## src/rtl/car_mode_arbiter.sv

```systemverilog
// car_mode_arbiter: fault > key > remote arbitration of the drive mode.
// Every mode change passes through a motor-off dwell; remote mode has a watchdog.
module car_mode_arbiter #(
  parameter int DWELL_CYC   = 25_000_000,
  parameter int TIMEOUT_CYC = 100_000_000,
  parameter int CNT_W       = 27
) (
  input  logic       sys_clk,
  input  logic       sys_rst,
  input  logic [3:0] key_press,
  input  logic       cmd_valid,
  input  logic [1:0] cmd_mode,
  output logic       cmd_ready,
  input  logic       fault,
  output logic [1:0] sel_type,
  output logic       motor_en,
  output logic       mode_chg,
  output logic       rmt_timeout
);
  typedef enum logic [1:0] {IDLE, DWELL, RUN, FAULT} state_t;
  localparam logic [CNT_W-1:0] DW_LIM = CNT_W'(DWELL_CYC - 1);
  localparam logic [CNT_W-1:0] TO_LIM = CNT_W'(TIMEOUT_CYC - 1);
  state_t           state_q, state_d;
  logic [1:0]       sel_q, sel_d, pend_q, pend_d;
  logic [CNT_W-1:0] cnt_q, cnt_d;
  logic             motor_q, chg_q, tmo_q, tmo_d;
  logic             key_v, cmd_acc, req_v;
  logic [1:0]       key_m, req_m;
  assign key_v   = |key_press;
  assign key_m   = key_press[0] ? 2'd0 : key_press[1] ? 2'd1 : key_press[2] ? 2'd2 : 2'd3;
  assign cmd_acc = cmd_valid && cmd_ready;
  assign req_v   = key_v || cmd_acc;
  assign req_m   = key_v ? key_m : cmd_mode;
  always_ff @(posedge sys_clk) begin
    if (sys_rst) begin
      state_q <= IDLE;
      sel_q   <= 2'd0;
      pend_q  <= 2'd0;
      cnt_q   <= '0;
      motor_q <= 1'b0;
      chg_q   <= 1'b0;
      tmo_q   <= 1'b0;
    end else begin
      state_q <= state_d;
      sel_q   <= sel_d;
      pend_q  <= pend_d;
      cnt_q   <= cnt_d;
      motor_q <= state_d == RUN;
      chg_q   <= sel_d != sel_q;
      tmo_q   <= tmo_d;
    end
  end
  always_comb begin
    state_d = state_q;
    sel_d   = sel_q;
    pend_d  = pend_q;
    cnt_d   = cnt_q;
    tmo_d   = 1'b0;
    if (fault) begin
      state_d = FAULT;
      sel_d   = 2'd0;
      pend_d  = 2'd0;
      cnt_d   = '0;
    end else begin
      case (state_q)
        IDLE: if (req_v && req_m != 2'd0) begin
          state_d = DWELL;
          pend_d  = req_m;
          cnt_d   = '0;
        end
        DWELL: if (key_v && key_m == 2'd0) begin
          state_d = IDLE;
          sel_d   = 2'd0;
          pend_d  = 2'd0;
          cnt_d   = '0;
        end else if (key_v) begin
          pend_d = key_m;
          cnt_d  = '0;
        end else if (cnt_q == DW_LIM) begin
          state_d = RUN;
          sel_d   = pend_q;
          cnt_d   = '0;
        end else begin
          cnt_d = cnt_q + CNT_W'(1);
        end
        RUN: if (req_v && req_m != sel_q) begin
          state_d = req_m == 2'd0 ? IDLE : DWELL;
          sel_d   = req_m == 2'd0 ? 2'd0 : sel_q;
          pend_d  = req_m;
          cnt_d   = '0;
        end else if (sel_q == 2'd3) begin
          // remote watchdog: a same-mode accepted cmd still feeds it
          if (cmd_acc) cnt_d = '0;
          else if (cnt_q >= TO_LIM) begin
            state_d = IDLE;
            sel_d   = 2'd0;
            cnt_d   = '0;
            tmo_d   = 1'b1;
          end else cnt_d = cnt_q + CNT_W'(1);
        end
        default: state_d = IDLE;
      endcase
    end
  end
  always_comb begin
    cmd_ready   = (state_q == IDLE || state_q == RUN) && !key_v && !fault;
    sel_type    = sel_q;
    motor_en    = motor_q;
    mode_chg    = chg_q;
    rmt_timeout = tmo_q;
  end
endmodule

```

## config.mk

```make
export PLATFORM = sky130hd
export DESIGN_NAME = car_mode_arbiter
export DESIGN_NICKNAME = d
export VERILOG_FILES = /design/src/rtl/car_mode_arbiter.sv
export SDC_FILE = /design/constraint.sdc
export NUM_CORES = 1
export LEC_CHECK = 0
export CAP_MARGIN = 20
export CORE_MARGIN = 10
export CORE_UTILIZATION = 50
export DETAILED_ROUTE_END_ITERATION = 7
export MAX_ROUTING_LAYER = met4
export PLACE_DENSITY_LB_ADDON = 0.1
export SYNTH_ARGS = -nofsm -noshare
export SYNTH_HDL_FRONTEND = slang
export SYNTH_SLANG_ARGS = --single-unit
```

## constraint.sdc

```tcl
create_clock -name sys_clk -period 2.68 [get_ports sys_clk]
set_input_delay 0.536 -clock sys_clk [delete_from_list [all_inputs] [get_ports sys_clk]]
set_output_delay 0.536 -clock sys_clk [all_outputs]
set_load 0.03 [all_outputs]
```

Yosys cells after proc, flatten, opt, wreduce, memory -nomap -nowiden

Cells that the tools add are included.

Reductions and logical operators: 20
Add/subtract/negate cells: 1
Order comparisons: 1
Multiplexer cells: 40
Equal/unequal tests: 11
Bitwise logic cells: 2

Operators with widths:

| cell                                            | number |
|---|---|
| 2-to-1 mux 27 bit                               | 8 |
| one-hot mux 27 bit (3 select lines)             | 1 |
| 2-to-1 mux 2 bit                                | 25 |
| adder 27 x 1 -> 27 bit, second input constant   | 1 |
| == test 27 x 25 -> 1 bit, second input constant | 1 |
| >= comparator 27 bit, second input constant     | 1 |
| one-hot mux 2 bit (3 select lines)              | 2 |
| == test 2 bit, second input constant            | 3 |
| logical AND 1 bit                               | 6 |
| logical NOT 2 bit                               | 3 |
| inequality test 3 bit, second input constant    | 2 |
| OR reduction 6 bit                              | 1 |
| inequality test 2 bit                           | 2 |
| inequality test 2 bit, second input constant    | 2 |
| one-hot mux 2 bit (2 select lines)              | 1 |
| AND reduction 4 bit                             | 1 |
| OR reduction 4 bit                              | 1 |
| 2-to-1 mux 1 bit                                | 3 |
| AND reduction 3 bit                             | 1 |
| nonzero test 3 bit                              | 1 |
| == test 2 x 1 -> 1 bit, second input constant   | 1 |
| logical NOT 1 bit                               | 2 |
| logical OR 1 bit                                | 2 |
| inverter 1 bit                                  | 2 |
| other kinds (2)                                 | 2 |

Register bits after elaboration: 36
Logic and storage cells: 82
Input port bits: 10

Longest topological paths before layout

Gate-level depths: netlist of the first run.

Depth in word-level cells: 11
Mapped depth: 9
Gate-level depth less buffers: 8

Worst setup path before layout of the first run

OpenSTA, ideal clock, no wires.

Kind: input-to-reg
Start: input port key_press[1]
End: register cnt_q[16]
Path buffers: 0
Stages: 6
Arrival: 2.455 ns
Data required time: 2.610 ns
Setup slack: 0.154 ns
Path through: nor4_1 > a32o_2 > o21ai_4 > o31a_1 > or4_1 > a21oi_1

Cells in the longest elaborated chain, start to end: 9
Elaborated cells between the ends (all ways): 24

Ends and longest elaborated chain:

| element                                                                    | RTL line | RTL |
|---|---|---|
| start: declaration                                                         | 10       | `input logic [3:0] key_press,` |
| OR reduction 4 bit                                                         | 29       | `assign key_v = \|key_press;` |
| logical NOT 1 bit                                                          | 106      | `cmd_ready = (state_q == IDLE \|\| state_q == RUN) && !key_v && !fault;` |
| logical AND 1 bit (2 in series)                                            | 106      |  |
| logical AND 1 bit                                                          | 31       | `assign cmd_acc = cmd_valid && cmd_ready;` |
| 2-to-1 mux 27 bit or logical OR 1 bit (tied branches)                      | 93, 32   |  |
| 2-to-1 mux 27 bit (tied with other cells)                                  | 91       | `end else if (sel_q == 2'd3) begin` |
| 2-to-1 mux 27 bit (tied with other cells)                                  | 86       | `RUN: if (req_v && req_m != sel_q) begin` |
| one-hot mux 27 bit (3 select lines) or AND reduction 3 bit (tied branches) | --       |  |
| end signal: assignment                                                     | 47       | `cnt_q <= cnt_d;` |
| end: declaration                                                           | 25       | `logic [CNT_W-1:0] cnt_q, cnt_d;` |

Several ways; a longest one is shown, not always the timed one. The select of a mux whose other input is x is not followed.
A chain may end at the register's enable or synchronous reset.

Worst setup path after layout of the first run

Start: input port key_press[2]
End: register cnt_q[19]

Cells in the longest elaborated chain, start to end: 9
Elaborated cells between the ends (all ways): 25

Ends and longest elaborated chain:

| element |
|---|
| parallel branches: the longest is 9 deep, another holds inequality test 3 bit |

Parallel ways; which one is timed is not known. The select of a mux whose other input is x is not followed.

==> metrics.md, run 1 <==
| Metric | Value |
|---|---|
| Post-layout power | 1.18 mW |
| Row cnt | 24 |
| R2r setup slk | 0.30 ns |
| Die X-Extent | 87.4 um |
| Initial DRT Pass Iterations | 5 |
| Worst R2R Path Depth | 8 |
| Vias in the first global route | 2201 |
| Post-Layout Cell Count | 400 |
| GR Util met1 | 22.4% |
| IO Pins | 16 |
| DRC Markers | 0 |
| Post-placement cell area | 0.00272 mm2 |
| Final worst slack | 0.0634 ns |
| CTS Sinks | 36 |
| Max H-tree Level | 2 |
| Period utilisation layout | 97.6% |
| Power per cell area | 409 mW/mm2 |
| Hold path cells | 2 |
| Via density per instance | 6.10 |
| FF-to-FF Start | cnt_q[0] |
| HP Class | flip-flop to flip-flop |
| Pin count of the biggest net entering global routing | 13 |
| Synth top area cells | dfxtp_1, nor2_1, xor2_1 |
| Largest area contributor in the netlist | dfxtp_1 |
| Crit path capture type | flip-flop |
| Clk_skew | 0.00894 ns |
| Wire per inst | 15.7 um |
| Worst Max-Slew Pin Slew | 0.430 ns |
| Met3 Use GR | 3.65% |
| Top FF cell, synth | dfxtp_1 |
| YS warnings | 0 |
| Status | finished, final reports clean |
| First-pass GRT wire length | 10300 um |
| Tot GR Track Use | 16.8% |
| WHS Endpoint | sel_type[1] |
| Unrepaired setup endpoints after global routing | no |
| Post-synth ARST share | 0% |
| Syn nets | 309 |
| Die area | 0.00763 mm2 |
| Post-route ant nets | 0 |
| Post-Place Cells | 387 |
| Hold wc startpoint | pend_q[1] |
| HPWL Detailed | 4580 um |
| Clock buffer depth | 2 |
| Total count of hold-check failures in the final report | 0 |
| Worst slack, placed | -0.476 ns |
| Met2 usage | 24.7% |
| Final antenna diode count | 0 |
| Syn Std Cell Area | 0.00227 mm2 |
| Die Span Y | 87.4 um |
| Clk slew on worst S/H paths | 0.08 ns |
| Initial antenna violation count | 0 |
| Mean post-synth cell area | 7.72 um2 |
| P&R area growth vs syn | 26.9% |
| Fin area | 0.00288 mm2 |
| Kind of critical path | input pin to flip-flop |
| Number of synthesized register bits | 36 |
| Share of cells above drive strength 1 | 20.1% |
| CP Data Arrival Time | 2.85 ns |
| Peak VDD IR | 362 uV |
| Critical Path Fanout Max | 7 |
| # nets final | 362 |
| Rel. slew slack | 71.1% |
| Via count | 2440 |
| Port Buf Inserts | 15 |
| Max-slew violations | 0 |
| Proportion of netlist area held by the largest area contributor | 31.8% |
| Final TNS setup | 0 ns |
| Reg2reg end | cnt_q[16] |
| CTS Buf Count | 5 |
| Post-synth EDFFs | 0 |
| Post-synth cell types | 55 |
| Grt ovf | 0 |
| GRT Max-Usage Layer | met2 |
| CTS tree | done |
| Number of max-cap violations | 0 |
| Starting Density | 51.7% |
| Crit path time final | 2.62 ns |
| Worst Path Required | 2.92 ns |
| CTS Root Cell | clkbuf_8 |
| Total core area | 0.00438 mm2 |
| Post-Route WL | 6290 um |
| Register area share after synthesis | 31.8% |
| Placer Congestion | 0.886 |
| Post-Syn Instances | 294 |
| Maximum clock rate | 0.382 GHz |
| Leak | 1.03 nW |
| Initial DRC count | 198 |
| Final setup vio count | 0 |
| Type of origin of the critical path | input pin |
| Clock Latency Late Sink | 0.30 ns |
[report_power, final]
group | internal (mW) | leakage (nW) | switching, mW | total (mW)
clock network | 0.211 | 0.0516 | 0.220 | 0.431
logic | 0.0911 | 0.685 | 0.112 | 0.203
registers | 0.539 | 0.291 | 0.00470 | 0.544
total | 0.841 | 1.03 | 0.337 | 1.18
[through the flow]
stage	util [%]	hold WS (ns)
detailed placement	62.0	0.478
CTS	65.1	0.489
global placement	62.0	0.475
finish	65.6	0.486
floorplan	-	0.450
global route	65.6	0.507
[registers in the layout, summed over array words and instances (netlist names)]
signal	cells
cnt_q	27
sel_type	2
state_q	2
rmt_timeout	1
motor_en	1
pend_q	2
mode_chg	1
[cells in the mapped netlist, types with 3 or more instances]
master	n
dfxtp_1	36
nor2_1	33
nand2_1	24
a21oi_1	19
nand3_1	19
nand4_1	16
o21ai_0	16
xor2_1	12
inv_1	10
clkbuf_1	9
or3_1	9
nor3_1	8
and3_1	7
ha_1	5
or4_1	5
and2_1	4
nand4bb_1	4
nor2b_1	4
a31oi_1	3
nand2b_1	3
nor4_1	3
o31ai_1	3
[critical path, cell delays in order]
cell and delay, ns:
clkdlybuf4s15_1 0.22, or3_4 0.42, a31o_1 0.24, a32o_2 0.27, o211ai_4 0.32, nand4_1 0.29, or3_1 0.44, a21oi_2 0.12
[repair_timing]
action                                  in CTS  in global routing
hold buffers                                 0                  0
resized for setup                            9                  6
endpoints found under the setup margin      28                 25
pin swaps                                   14                  9
setup buffers                                4                  1
[final cells by class]
type	instances	area, um2
flip-flops and latches	36	721
inverters	10	37.5
well taps	52	65.1
clock buffers	6	82.6
multi-input cells	236	1490
clock inverters	2	13.8
repair buffers	58	472
fillers	398	1510
[routing by layer]
layer	vias to the layer above	wire, um	share of wire, %
li1	1189	-	-
met4	0	82	1.3
met2	93	2760	44
met1	1147	3030	48
met5	-	0	0
met3	11	420	6.7
[worst max-delay path by stage]
stage,start,end,slack (ns)
finish,key_press[2],cnt_q[19],0.06
global route,key_press[2],cnt_q[19],0.006
CTS,key_press[2],cnt_q[17],0.05
detailed placement,key_press[3],cnt_q[21],-0.48
global placement,key_press[3],cnt_q[21],-0.41
floorplan,key_press[1],cnt_q[16],0.15
[layout by cell type, fill, tap and decap left out, types with 2 or more instances in the layout]
master and instances:
buf_4 43, dfxtp_1 36, nor2_1 33, nand2_1 24
nand3_1 19, a21oi_1 18, o21ai_0 16, nand4_1 16
xor2_1 12, inv_1 10, or3_1 8, nor3_1 8
clkdlybuf4s50_1 8, and3_1 7, clkbuf_8 6, ha_1 5
nor2b_1 4, or4_1 4, nand4bb_1 4, dlygate4sd2_1 4
o31ai_1 3, nand2b_1 3, a31oi_1 3, and2_1 3
or3_4 2, a32o_2 2, nand4b_1 2, nor4b_1 2
nor4_1 2, xnor2_1 2, o22ai_1 2, nand3b_1 2
or2_2 2, a2bb2oi_1 2
[logic make-up (layout without fill, tap and decap cells)]
family	after synthesis	count (layout)	share of synthesized area, %
XOR/XNOR	14	14	5.41
buffers and inverters	22	76	3.75
AND/OR/NAND/NOR	151	151	35.9
AO/OA/AOI/OAI	65	65	19.9
adder cells (fa/ha/maj)	5	5	2.76
flip-flops	36	36	31.8
multiplexers	1	1	0.496
Note: power is estimated with default switching activity, not from simulation.
==> inputs of run 2 (changes only) <==
--- a/config.mk
+++ b/config.mk
@@ -6,6 +6,7 @@
 export NUM_CORES = 1
 export LEC_CHECK = 0
 export CAP_MARGIN = 20
+export CORE_ASPECT_RATIO = 0.9
 export CORE_MARGIN = 10
 export CORE_UTILIZATION = 50
 export DETAILED_ROUTE_END_ITERATION = 7
==> metrics.md, run 2 (synthesized netlist as in run 1, its figures left out) <==
| Metric | Value |
|---|---|
| IO Pins | 16 |
| CTS Sinks | 36 |
| Commonest non-fill, non-tap cells in the layout | buf_4, dfxtp_1, nor2_1, nand2_1, nand3_1 |
| Peak per-stage delay on the critical path | 0.45 ns |
| Port Buf Inserts | 15 |
| Hold wc startpoint | cnt_q[1] |
| Final antenna diode count | 0 |
| Tot GR Track Use | 16.5% |
| CP Data Arrival Time | 2.79 ns |
| Kind of critical path | input pin to flip-flop |
| Critical Path Fanout Max | 11 |
| Maximum clock rate | 0.390 GHz |
| Fin Hold WS | 0.498 ns |
| Hold path cells | 2 |
| Share of cells above drive strength 1 | 19.9% |
| Total count of hold-check failures in the final report | 0 |
| Critical Path, Cell by Cell | dlygate4sd2_1, buf_6, or3_1, a32o_2, o211ai_4, nand4_1, or3_4, a21oi_2 |
| Clock Latency Late Sink | 0.29 ns |
| Crit path capture type | flip-flop |
| Status | finished, final reports clean |
| Number of max-cap violations | 0 |
| CTS tree | done |
| Leading cell type in the layout, fill and taps excluded | buf_4 |
| CP max-delay cell | or3_4 |
| Post-Route WL | 6240 um |
| Max FFs per register | 27 |
| CTS Root Cell | clkbuf_8 |
| Die X-Extent | 91 um |
| Peak VDD IR | 269 uV |
| Via count | 2397 |
| Post-placement cell area | 0.00274 mm2 |
| First-pass GRT wire length | 10600 um |
| Crit path time final | 2.56 ns |
| Period utilisation layout | 95.6% |
| Clk_skew | 0.00989 ns |
| Fillers | 396 |
| Post-route ant nets | 0 |
| Via density per instance | 5.88 |
| Starting Density | 51.2% |
| Vias in the first global route | 2156 |
| HP Class | flip-flop to flip-flop |
| FF-to-FF Start | cnt_q[0] |
| Initial DRC count | 252 |
| DRC Markers | 0 |
| Rel. slew slack | 70.7% |
| Die area | 0.00763 mm2 |
| Type of origin of the critical path | input pin |
| Worst Path Required | 2.91 ns |
| Crit. Startpoint | key_press[0] |
| Leak | 1.03 nW |
| Wire per inst | 15.3 um |
| Final setup vio count | 0 |
| Clock buffer depth | 2 |
| Worst R2R Path Depth | 8 |
| # nets final | 360 |
| Fin area | 0.00289 mm2 |
| Max H-tree Level | 2 |
| Row cnt | 23 |
| Power per cell area | 400 mW/mm2 |
| Initial DRT Pass Iterations | 5 |
| HPWL Detailed | 4660 um |
| Total core area | 0.00443 mm2 |
| Clk slew on worst S/H paths | 0.08 ns |
| Post-layout power | 1.16 mW |
| CTS Buf Count | 5 |
| Pin count of the biggest net entering global routing | 12 |
| P&R area growth vs syn | 27.5% |
| Placer Congestion | 0.881 |
| Largest Register | cnt_q |
| Grt ovf | 0 |
| Die Span Y | 83.9 um |
| Worst Max-Slew Pin Slew | 0.438 ns |
| Max-slew violations | 0 |
| Initial antenna violation count | 0 |
## run 2: cell types whose count changed in the layout (fill, tap and decap cells not counted), sizes merged
cell,previous run,this run
clkinvlp,0,1
inv,11,10
clkinv,1,0
clkbuf,6,8
buf,44,42
dlygate4sd2,4,2
dlymetal6s2s,1,2
## run 2: worst max-delay path: cells and delay by family
family | cells | cell delay, ns
simple gates | 3 | 1.12
compound gates | 3 | 0.73
buf+inv | 2 | 0.41
## run 2: final timing paths
check,endpoint,slack [ns]
min reg2reg,cnt_q[1],0.50
max,cnt_q[19],0.12
max reg2reg,cnt_q[8],0.30
min,cnt_q[1],0.50
## run 2: power by group
group          internal (mW)  switching (mW)  leakage (nW)
registers              0.540         0.00549         0.291
clock network          0.209           0.195        0.0445
logic                 0.0980           0.111         0.691
## run 2: timing repair
action | CTS | global route
endpoints found under the setup margin | 22 | 22
hold buffers | 0 | 0
gates resized for setup | 8 | 11
pin swaps | 10 | 10
buffers inserted | 4 | 0
## run 2: layer usage
metal	global-route usage (%)	up-vias	part of all wire, %
met5	-	-	0
met4	3.41	0	0.82
met3	3.33	9	4.5
met2	22.8	66	42
met1	24.0	1138	53
li1	-	1184	-
## run 2: layout make-up
type,count,area [um2],area share [%]
multi-input combinational,236,1490,51.5
sequential,36,721,24.9
timing repair buffer,56,473,16.4
clock buffer,7,86.3,2.99
tap,62,77.6,2.68
inverter,10,37.5,1.30
clock inverter,1,7.51,0.260
## run 2: metrics by stage
| stage | TNS (ns) | worst slack, ns | utilization (%) | cells |
|---|---|---|---|---|
| floorplan | 0 | 0.154 | - | 294 |
| global placement | -10.86 | -0.388 | 61.7 | 396 |
| detailed placement | -10.89 | -0.429 | 61.7 | 396 |
| CTS | 0 | 0.0251 | 64.7 | 408 |
| global route | -0.00156 | -0.00156 | 65.2 | 408 |
| finish | 0 | 0.118 | 65.2 | 408 |
